[src/rtl/cdr_tx_pkg.sv]
`default_nettype none
// +----------------------------------------------------------------------+
// | cdr_tx_pkg : shared types and constants for the CDR transmit source  |
// | Rev 1.0                                                              |
// +----------------------------------------------------------------------+
package cdr_tx_pkg;

  typedef enum logic [1:0] {
    IDLE     = 2'd0,
    PREAMBLE = 2'd1,
    DATA     = 2'd2
  } tx_state_e;

  // PRBS7 (x^7 + x^6 + 1): feedback taps of a left-shifting 7-bit register.
  localparam int C_PRBS7_TAP_HI = 6;
  localparam int C_PRBS7_TAP_LO = 5;

  // Shared with the receive-side DCO so both ends agree on nominal UI and level.
  localparam logic signed [7:0] C_AMP_DEFAULT     = 8'sd64;
  localparam logic [31:0]       C_FCW_NOM_DEFAULT = 32'h8000_0000;

  function automatic logic prbs7_fb(input logic [6:0] state);
    return state[C_PRBS7_TAP_HI] ^ state[C_PRBS7_TAP_LO];
  endfunction

endpackage
`default_nettype wire

[src/rtl/nco_wrap.sv]
`default_nettype none
// +----------------------------------------------------------------------+
// | nco_wrap : phase accumulator with carry-out strobe                   |
// | Rev 1.0                                                              |
// +----------------------------------------------------------------------+
module nco_wrap #(
  parameter int PHASE_BITS = 32
) (
  input  logic                  clk,
  input  logic                  rst_n,
  input  logic [PHASE_BITS-1:0] fcw,
  output logic                  strobe
);

  logic [PHASE_BITS-1:0] r_phase;
  logic [PHASE_BITS:0]   w_sum;

  assign w_sum  = {1'b0, r_phase} + {1'b0, fcw};
  assign strobe = w_sum[PHASE_BITS];

  always_ff @(posedge clk) begin
    if (!rst_n) begin
      r_phase <= '0;
    end else begin
      r_phase <= w_sum[PHASE_BITS-1:0];
    end
  end

endmodule
`default_nettype wire

[src/rtl/cdr_tx_symbol_gen.sv]
`default_nettype none
// +----------------------------------------------------------------------+
// | cdr_tx_symbol_gen : NCO-timed NRZ serializer with preamble/PRBS fill |
// | Rev 1.0                                                              |
// +----------------------------------------------------------------------+
module cdr_tx_symbol_gen
  import cdr_tx_pkg::*;
#(
  parameter int                PHASE_BITS   = 32,
  parameter logic [PHASE_BITS-1:0] FCW_NOM  = PHASE_BITS'(C_FCW_NOM_DEFAULT),
  parameter logic signed [7:0] AMP          = C_AMP_DEFAULT,
  parameter int                PREAMBLE_LEN = 16,
  parameter logic [6:0]        PRBS_SEED    = 7'h7F
) (
  input  logic               clk,
  input  logic               rst_n,
  input  logic signed [31:0] fcw_ofs,
  input  logic [7:0]         s_data,
  input  logic               s_last,
  input  logic               s_valid,
  output logic               s_ready,
  output logic               sym_en,
  output logic signed [7:0]  y_n,
  output logic               tx_bit,
  output logic               busy,
  output logic               underrun
);

  localparam logic [7:0] C_PRE_LEN = 8'(PREAMBLE_LEN);

  logic [PHASE_BITS-1:0] r_fcw;
  logic                  w_sym_en;

  tx_state_e         r_state, w_state_nxt;
  logic [6:0]        r_prbs;
  logic [7:0]        r_cnt;
  logic [3:0]        r_bitcnt;
  logic [7:0]        r_shreg;
  logic              r_cur_last;
  logic              r_hold_full;
  logic [7:0]        r_hold_data;
  logic              r_hold_last;
  logic              r_tx_bit;
  logic signed [7:0] r_y;
  logic              r_underrun;

  logic w_prbs_fb;
  logic w_bit;
  logic w_prbs_adv;
  logic w_load;
  logic w_pre_start;
  logic w_pre_step;
  logic w_shift;
  logic w_underrun_set;

  always_ff @(posedge clk) begin
    if (!rst_n) begin
      r_fcw <= FCW_NOM;
    end else begin
      r_fcw <= FCW_NOM + PHASE_BITS'(fcw_ofs);
    end
  end

  nco_wrap #(
    .PHASE_BITS (PHASE_BITS)
  ) u_nco (
    .clk    (clk),
    .rst_n  (rst_n),
    .fcw    (r_fcw),
    .strobe (w_sym_en)
  );

  assign w_prbs_fb = prbs7_fb(r_prbs);

  always_ff @(posedge clk) begin
    if (!rst_n) begin
      r_state <= IDLE;
    end else begin
      r_state <= w_state_nxt;
    end
  end

  always_comb begin
    w_state_nxt = r_state;
    if (w_sym_en) begin
      case (r_state)
        IDLE:     if (r_hold_full) w_state_nxt = PREAMBLE;
        PREAMBLE: if (r_cnt >= C_PRE_LEN) w_state_nxt = DATA;
        DATA:     if (r_bitcnt == 4'd8 && !r_hold_full) w_state_nxt = IDLE;
        default:  w_state_nxt = IDLE;
      endcase
    end
  end

  always_comb begin
    w_bit          = r_tx_bit;
    w_prbs_adv     = 1'b0;
    w_load         = 1'b0;
    w_pre_start    = 1'b0;
    w_pre_step     = 1'b0;
    w_shift        = 1'b0;
    w_underrun_set = 1'b0;
    if (w_sym_en) begin
      case (r_state)
        IDLE: begin
          if (r_hold_full) begin
            w_pre_start = 1'b1;
            w_bit       = 1'b1;
          end else begin
            w_prbs_adv = 1'b1;
            w_bit      = w_prbs_fb;
          end
        end
        PREAMBLE: begin
          if (r_cnt < C_PRE_LEN) begin
            w_pre_step = 1'b1;
            w_bit      = ~r_tx_bit;
          end else begin
            w_load = 1'b1;
            w_bit  = r_hold_data[7];
          end
        end
        DATA: begin
          if (r_bitcnt < 4'd8) begin
            w_shift = 1'b1;
            w_bit   = r_shreg[7];
          end else if (r_hold_full) begin
            w_load = 1'b1;
            w_bit  = r_hold_data[7];
          end else begin
            // Frame ends here; PRBS resumes from where it froze at frame start.
            w_prbs_adv     = 1'b1;
            w_bit          = w_prbs_fb;
            w_underrun_set = !r_cur_last;
          end
        end
        default: ;
      endcase
    end
  end

  always_ff @(posedge clk) begin
    if (!rst_n) begin
      r_prbs      <= PRBS_SEED;
      r_cnt       <= 8'd0;
      r_bitcnt    <= 4'd0;
      r_shreg     <= 8'd0;
      r_cur_last  <= 1'b0;
      r_hold_full <= 1'b0;
      r_hold_data <= 8'd0;
      r_hold_last <= 1'b0;
      r_tx_bit    <= 1'b0;
      r_y         <= 8'sd0;
      r_underrun  <= 1'b0;
    end else begin
      r_underrun <= w_underrun_set;
      if (w_sym_en) begin
        r_tx_bit <= w_bit;
        r_y      <= w_bit ? AMP : -AMP;
      end
      if (w_prbs_adv) begin
        r_prbs <= {r_prbs[5:0], w_prbs_fb};
      end
      if (w_pre_start) begin
        r_cnt <= 8'd1;
      end else if (w_pre_step) begin
        r_cnt <= r_cnt + 8'd1;
      end
      if (w_load) begin
        r_shreg    <= {r_hold_data[6:0], 1'b0};
        r_cur_last <= r_hold_last;
        r_bitcnt   <= 4'd1;
      end else if (w_shift) begin
        r_shreg  <= {r_shreg[6:0], 1'b0};
        r_bitcnt <= r_bitcnt + 4'd1;
      end
      // Drain and accept are mutually exclusive: accept needs the hold empty.
      if (w_load) begin
        r_hold_full <= 1'b0;
      end else if (s_valid && !r_hold_full) begin
        r_hold_full <= 1'b1;
        r_hold_data <= s_data;
        r_hold_last <= s_last;
      end
    end
  end

  assign s_ready  = !r_hold_full;
  assign sym_en   = w_sym_en;
  assign y_n      = r_y;
  assign tx_bit   = r_tx_bit;
  assign busy     = (r_state != IDLE);
  assign underrun = r_underrun;

endmodule
`default_nettype wire

[config.mk]
export PLATFORM = sky130hd
export DESIGN_NAME = cdr_tx_symbol_gen
export DESIGN_NICKNAME = d
export VERILOG_FILES = /design/src/rtl/cdr_tx_pkg.sv /design/src/rtl/nco_wrap.sv /design/src/rtl/cdr_tx_symbol_gen.sv
export SDC_FILE = /design/constraint.sdc
export NUM_CORES = 1
export LEC_CHECK = 0
export CAP_MARGIN = 10
export CORE_MARGIN = 5
export CORE_UTILIZATION = 30
export DETAILED_ROUTE_END_ITERATION = 10
export GPL_ROUTABILITY_DRIVEN = 0
export GPL_TIMING_DRIVEN = 0
export PLACE_DENSITY = 0.59
export SYNTH_ARGS = -nofsm -noshare
export SYNTH_HDL_FRONTEND = slang
export SYNTH_SLANG_ARGS = --single-unit
[constraint.sdc]
create_clock -name clk -period 3.5 [get_ports clk]
set_input_delay 0.7 -clock clk [delete_from_list [all_inputs] [get_ports clk]]
set_output_delay 0.7 -clock clk [all_outputs]
set_load 0.1 [all_outputs]
# == After elaboration in Yosys (flattened, before gate mapping) ==
# Cells that the tools add are included.
# word_totals
ramBits,0
elab_cells,82
in_bits,44
output_inout_bits,13
mem_bits_ro,0
latchBits,0
n_memories,0
reg_bits,113
# op_classes
n_lt_le_gt_ge,3
div_mod_pow,0
n_eq_ne,6
shifts,0
n_mux,34
mul,0
add_sub_neg,4
bitwise,6
reduce_logical,13
# op_table
operator,count
32-bit by 32-bit adder with 33-bit output,1
"32-bit adder, first input constant",1
1-bit 2-to-1 mux,24
8-bit 2-to-1 mux,3
"8-bit by 1-bit adder with 8-bit output, second input constant",1
"8-bit by 5-bit greater-or-equal comparator with 1-bit output, second input constant",1
"8-bit by 5-bit < comparator with 1-bit output, second input constant",1
2-bit 2-to-1 mux,3
"2-bit != test, second input constant",3
2-bit one-hot mux with 3 select lines,1
2-bit nonzero test,3
1-bit inverter,5
5-bit OR reduction,1
"4-bit by 1-bit adder with 4-bit output, second input constant",1
"4-bit == test, second input constant",1
"4-bit < comparator, second input constant",1
1-bit one-hot mux with 2 select lines,2
4-bit AND reduction,1
2-bit OR reduction,2
1-bit one-hot mux with 3 select lines,1
"2-bit by 1-bit == test with 1-bit output, second input constant",1
"2-bit == test, second input constant",1
1-bit logical AND,2
1-bit logical NOT,2
3 further kinds,3

# == Depth between registers and ports, before layout ==
# logic_depth
word_depth,6
mapped_depth,11
depth_no_buf,10

# == Modules after synthesis ==
# Synthesis repeated with hierarchy kept, for this count alone.
# hier_totals
hier_cells,602
hier_area_um2,5469.0
# by_module_without_submodules
mod,area_per_inst_um2,instances,cells_per_inst,seq_area_each_um2
cdr_tx_symbol_gen,2897.8,1,279,1501.4
nco_wrap,2571.2,1,323,640.6

# == Least setup slack after synthesis ==
# Ideal clock, no wire load.
# synth_path
path_kind,flip-flop to output port
startpoint,register r_fcw[0]
endpoint,output port sym_en
n_path_buf,1
stages_incl_launch_ff,10
t_required_ns,2.800
slack_ns,0.714
arrival_time_ns,2.086
cell_sequence,dfxtp_1 ha_1 fa_1 a211oi_2 o211ai_2 a31oi_4 o21ai_4 a31oi_4 buf_6 inv_8
# synth_between
elab_chain_len,1
# synth_lines
element,line_no,rtl
"start, declared",cdr_tx_symbol_gen.sv:31,logic [PHASE_BITS-1:0] r_fcw;
"start signal, assigned",cdr_tx_symbol_gen.sv:60,r_fcw <= FCW_NOM + PHASE_BITS'(fcw_ofs);
32-bit by 32-bit adder with 33-bit output,nco_wrap.sv:18,"assign w_sum = {1'b0, r_phase} + {1'b0, fcw};"
"end, declared",cdr_tx_symbol_gen.sv:22,"output logic sym_en,"
# No other way between the ends.

# == Worst setup path after layout ==
# Same ends and word-level chain as after synthesis.

==> results.py <==
metrics = {
    "die": {
        "rows": 50,
        "dieArea_mm2": 0.0216,
        "die-height_um": 147,
        "initial_core_util_pct": 30.2,
        "fp.coreArea_mm2": 0.0186,
        "ioPinCount": 57,
        "die_w_um": 147,
    },
    "worst_setup_path": {
        "critPathKind": "register to output port",
        "crit_fanout": 10,
        "critPathLaunchType": "register",
        "cp_data_required_time_ns": 2.80,
        "crit_arrival_ns": 2.68,
        "max_stage_delay_ns": 0.39,
        "crit_top_cell": "a31oi_4",
        "cpLargestDelayFamily": "compound AO/OA/AOI/OAI gates",
        "rr_worst_depth": 12,
        "cpMaxStageDelayCell": "fa_2",
        "crit_path_start": "r_fcw[0]",
        "cp-end-kind": "output port",
        "timing.rr.end": "r_cnt[2]",
        "crit_buf_inv": 3,
        "reg2reg_setup_slack_ns": 0.73,
        "path_cells": "ha_1 -> fa_2 -> a211oi_4 -> o211ai_2 -> a31oi_4 -> o21ai_4 -> a31oi_4 -> buf_8 -> inv_8 -> buf_6",
        "timing.rr.start": "r_fcw[0]",
    },
    "cells_and_area": {
        "syn_to_final_growth_pct": 20.2,
        "mostFrequentLayoutCells": "dfxtp_1 (107), nand2_1 (71), nor2_1 (51)",
        "layout-drive-gt1-share_pct": 8.86,
        "final_common_cell": "dfxtp_1",
        "stdcell_count": 934,
        "post-route-cell-area_mm2": 0.00675,
        "diodes": 0,
        "final_nets": 781,
    },
    "sta": {
        "skew_ns": 0.0104,
        "finalCritPeriodShare_pct": 96.6,
        "fin_crit_ns": 3.38,
        "hold_viol": 0,
        "slew_headroom_pct": 34.0,
        "clock.fmax_mhz": 296,
        "rsz0062_at_grt": "no",
        "setup_viol": 0,
        "worstMarginPinSlew_ns": 0.987,
        "drv_slew": 0,
    },
    "clocking": {
        "hold_buffers": 0,
        "clk_pin_slew_ns": 0.07,
        "tritoncts": "done",
        "htreeDepth": 3,
        "clk_latency_ns": 0.35,
        "numCtsBuffers": 9,
        "clock_sinks": 107,
        "cts-root-buf": "clkbuf_16",
        "ctsLongestPathBuffers": 2,
    },
    "placed_design": {
        "placedInstanceArea_mm2": 0.00643,
        "port_buffers": 50,
        "dp.cells": 915,
        "dp_hpwl_mm": 9.50,
    },
    "global_route": {
        "antenna_found_initial": 0,
        "grt_start_max_net_pins": 19,
        "grt_pass1_wl_mm": 21.0,
        "grt_pass1_vias": 4296,
        "grt_usage_pct": 11.9,
        "grt.overflow.total": 0,
    },
    "hold_path": {
        "hold_class": "register to register",
        "min_to": "r_cnt[6]",
        "min_from": "r_cnt[6]",
        "hold_depth": 1,
    },
    "power_and_ir_drop": {
        "peakVddDrop_mv": 0.254,
        "p_leak_uw": 0.00287,
        "finalPower_uw": 3280,
        "power_density_mw_per_mm2": 486,
    },
    "detailed_routing": {
        "ant_nets": 0,
        "detail_route.wl_per_cell_um": 13.7,
        "drt-total-wl_mm": 12.8,
        "drc_errors": 0,
        "dr.first_iter.drc_count": 261,
        "firstDrtPassIters": 4,
        "via_per_inst": 4.78,
        "vias": 4465,
    },
    "synth": {
        "synth_async_sr_flop_share_pct": 0,
        "yosys_most_used_dff": "dfxtp_1",
        "ys.warnings.count": 0,
        "synth_top_area_share_pct": 38.2,
        "yosysTopAreaCell": "dfxtp_1",
        "synth-edff-count": 0,
        "ys_ff_latch": 107,
        "yosysSeqAreaShare_pct": 38.2,
        "netlist-cell-type-count": 71,
        "yosys-top-cells-area": "dfxtp_1 (38%), ha_1 (8.9%), nand2_1 (4.7%)",
        "synthCells": 626,
        "syn_area_mm2": 0.00561,
        "syn_avg_cell_area_um2": 8.97,
    },
    "outcome": {
        "status": "finished clean",
    },
    "job": {
        "drv_cap": 0,
    },
}
==> repair_timing <==
item / in CTS / in global routing
setup endpoints to repair: 1 / 1
pin swaps: 2 / 2
gates cloned: 0 / 0
setup buffers: 3 / 1
gates resized for setup: 9 / 1
==> worst register-to-register path, delay by kind of cell, from the launching register on <==
kind / cells / cell delay, ns
AOI/OAI and AO/OA: 7 / 1.24
adders and majority gates: 2 / 0.61
buffers and inverters: 3 / 0.54
DFF: 1 / 0.31
==> Yosys cell counts, types with 8 or more instances <==
| cell | instances |
|---|---|
| clkbuf_1 | 18 |
| a21o_1 | 13 |
| dfxtp_1 | 107 |
| nand3_1 | 10 |
| xor2_1 | 13 |
| ha_1 | 40 |
| mux2i_1 | 22 |
| o21ai_0 | 23 |
| nor3_1 | 11 |
| inv_1 | 15 |
| nand2_1 | 71 |
| and2_1 | 41 |
| xnor2_1 | 8 |
| a21oi_1 | 46 |
| nand2b_1 | 12 |
| nor2_1 | 51 |
| nand4_1 | 12 |
==> registers in the layout, summed over array words and instances, names as in the netlist <==
name / count
r_shreg: 7
u_nco.r_phase: 32
r_bitcnt: 4
r_state: 2
r_hold_data: 8
r_hold_full: 1
r_cur_last: 1
tx_bit: 1
r_hold_last: 1
y_n: 2
underrun: 1
r_cnt: 8
r_fcw: 32
r_prbs: 7
==> stage by stage <==
step / hold slack [ns] / worst slack (ns) / util [%] / TNS, ns
3_5_place_dp: 0.439 / -0.521 / 34.6 / -0.521
5_1_grt: 0.468 / 0.0287 / 36.3 / 0
4_1_cts: 0.460 / 0.0187 / 36.2 / 0
2_1_floorplan: 0.420 / 0.714 / - / 0
3_3_place_gp: 0.436 / -0.538 / 34.6 / -0.538
6_report: 0.457 / 0.118 / 36.3 / 0
==> how the worst max path moves through the flow <==
stage,to,depth (start not counted)
after floorplan,sym_en,9
final,sym_en,10
after detailed placement,sym_en,10
after global placement,sym_en,10
after CTS,sym_en,10
after global routing,sym_en,10
==> logic make-up after synthesis <==
family,Yosys count,synth area share (%)
AND/OR/NAND/NOR,234,20.8
AO/OA/AOI/OAI,150,20.1
flip-flops,107,38.2
buffers and inverters,49,4.21
adder cells (fa/ha/maj),41,9.27
multiplexers,23,4.12
XOR/XNOR,21,3.28
other,1,0.0668
==> per-layer routing <==
layer  global-route usage, %  wire (um)  vias to the layer above
met5                       0          0                        -
met4                    3.10        138                        0
met3                    3.21        385                       10
met2                    18.7       5770                       64
met1                    16.2       6450                     2050
li1                        -          -                     2341
==> area by class of cell <==
cell class              instances  area (um2)
plain buffers                  33         173
clock buffers                   9         225
clock inverters                 6        50.0
fillers                      1908       11800
inverters                      16        67.6
multi-input cells             475        3260
flip-flops and latches        107        2140
well taps                     234         293
repair buffers                 54         532
==> power breakdown <==
part	leakage (uW)	internal (uW)	switching, uW
Sequential	0.000881	1320	37.7
Clock	0.000129	488	473
Combinational	0.00186	371	592
Note: power is estimated with default switching activity, not from simulation.
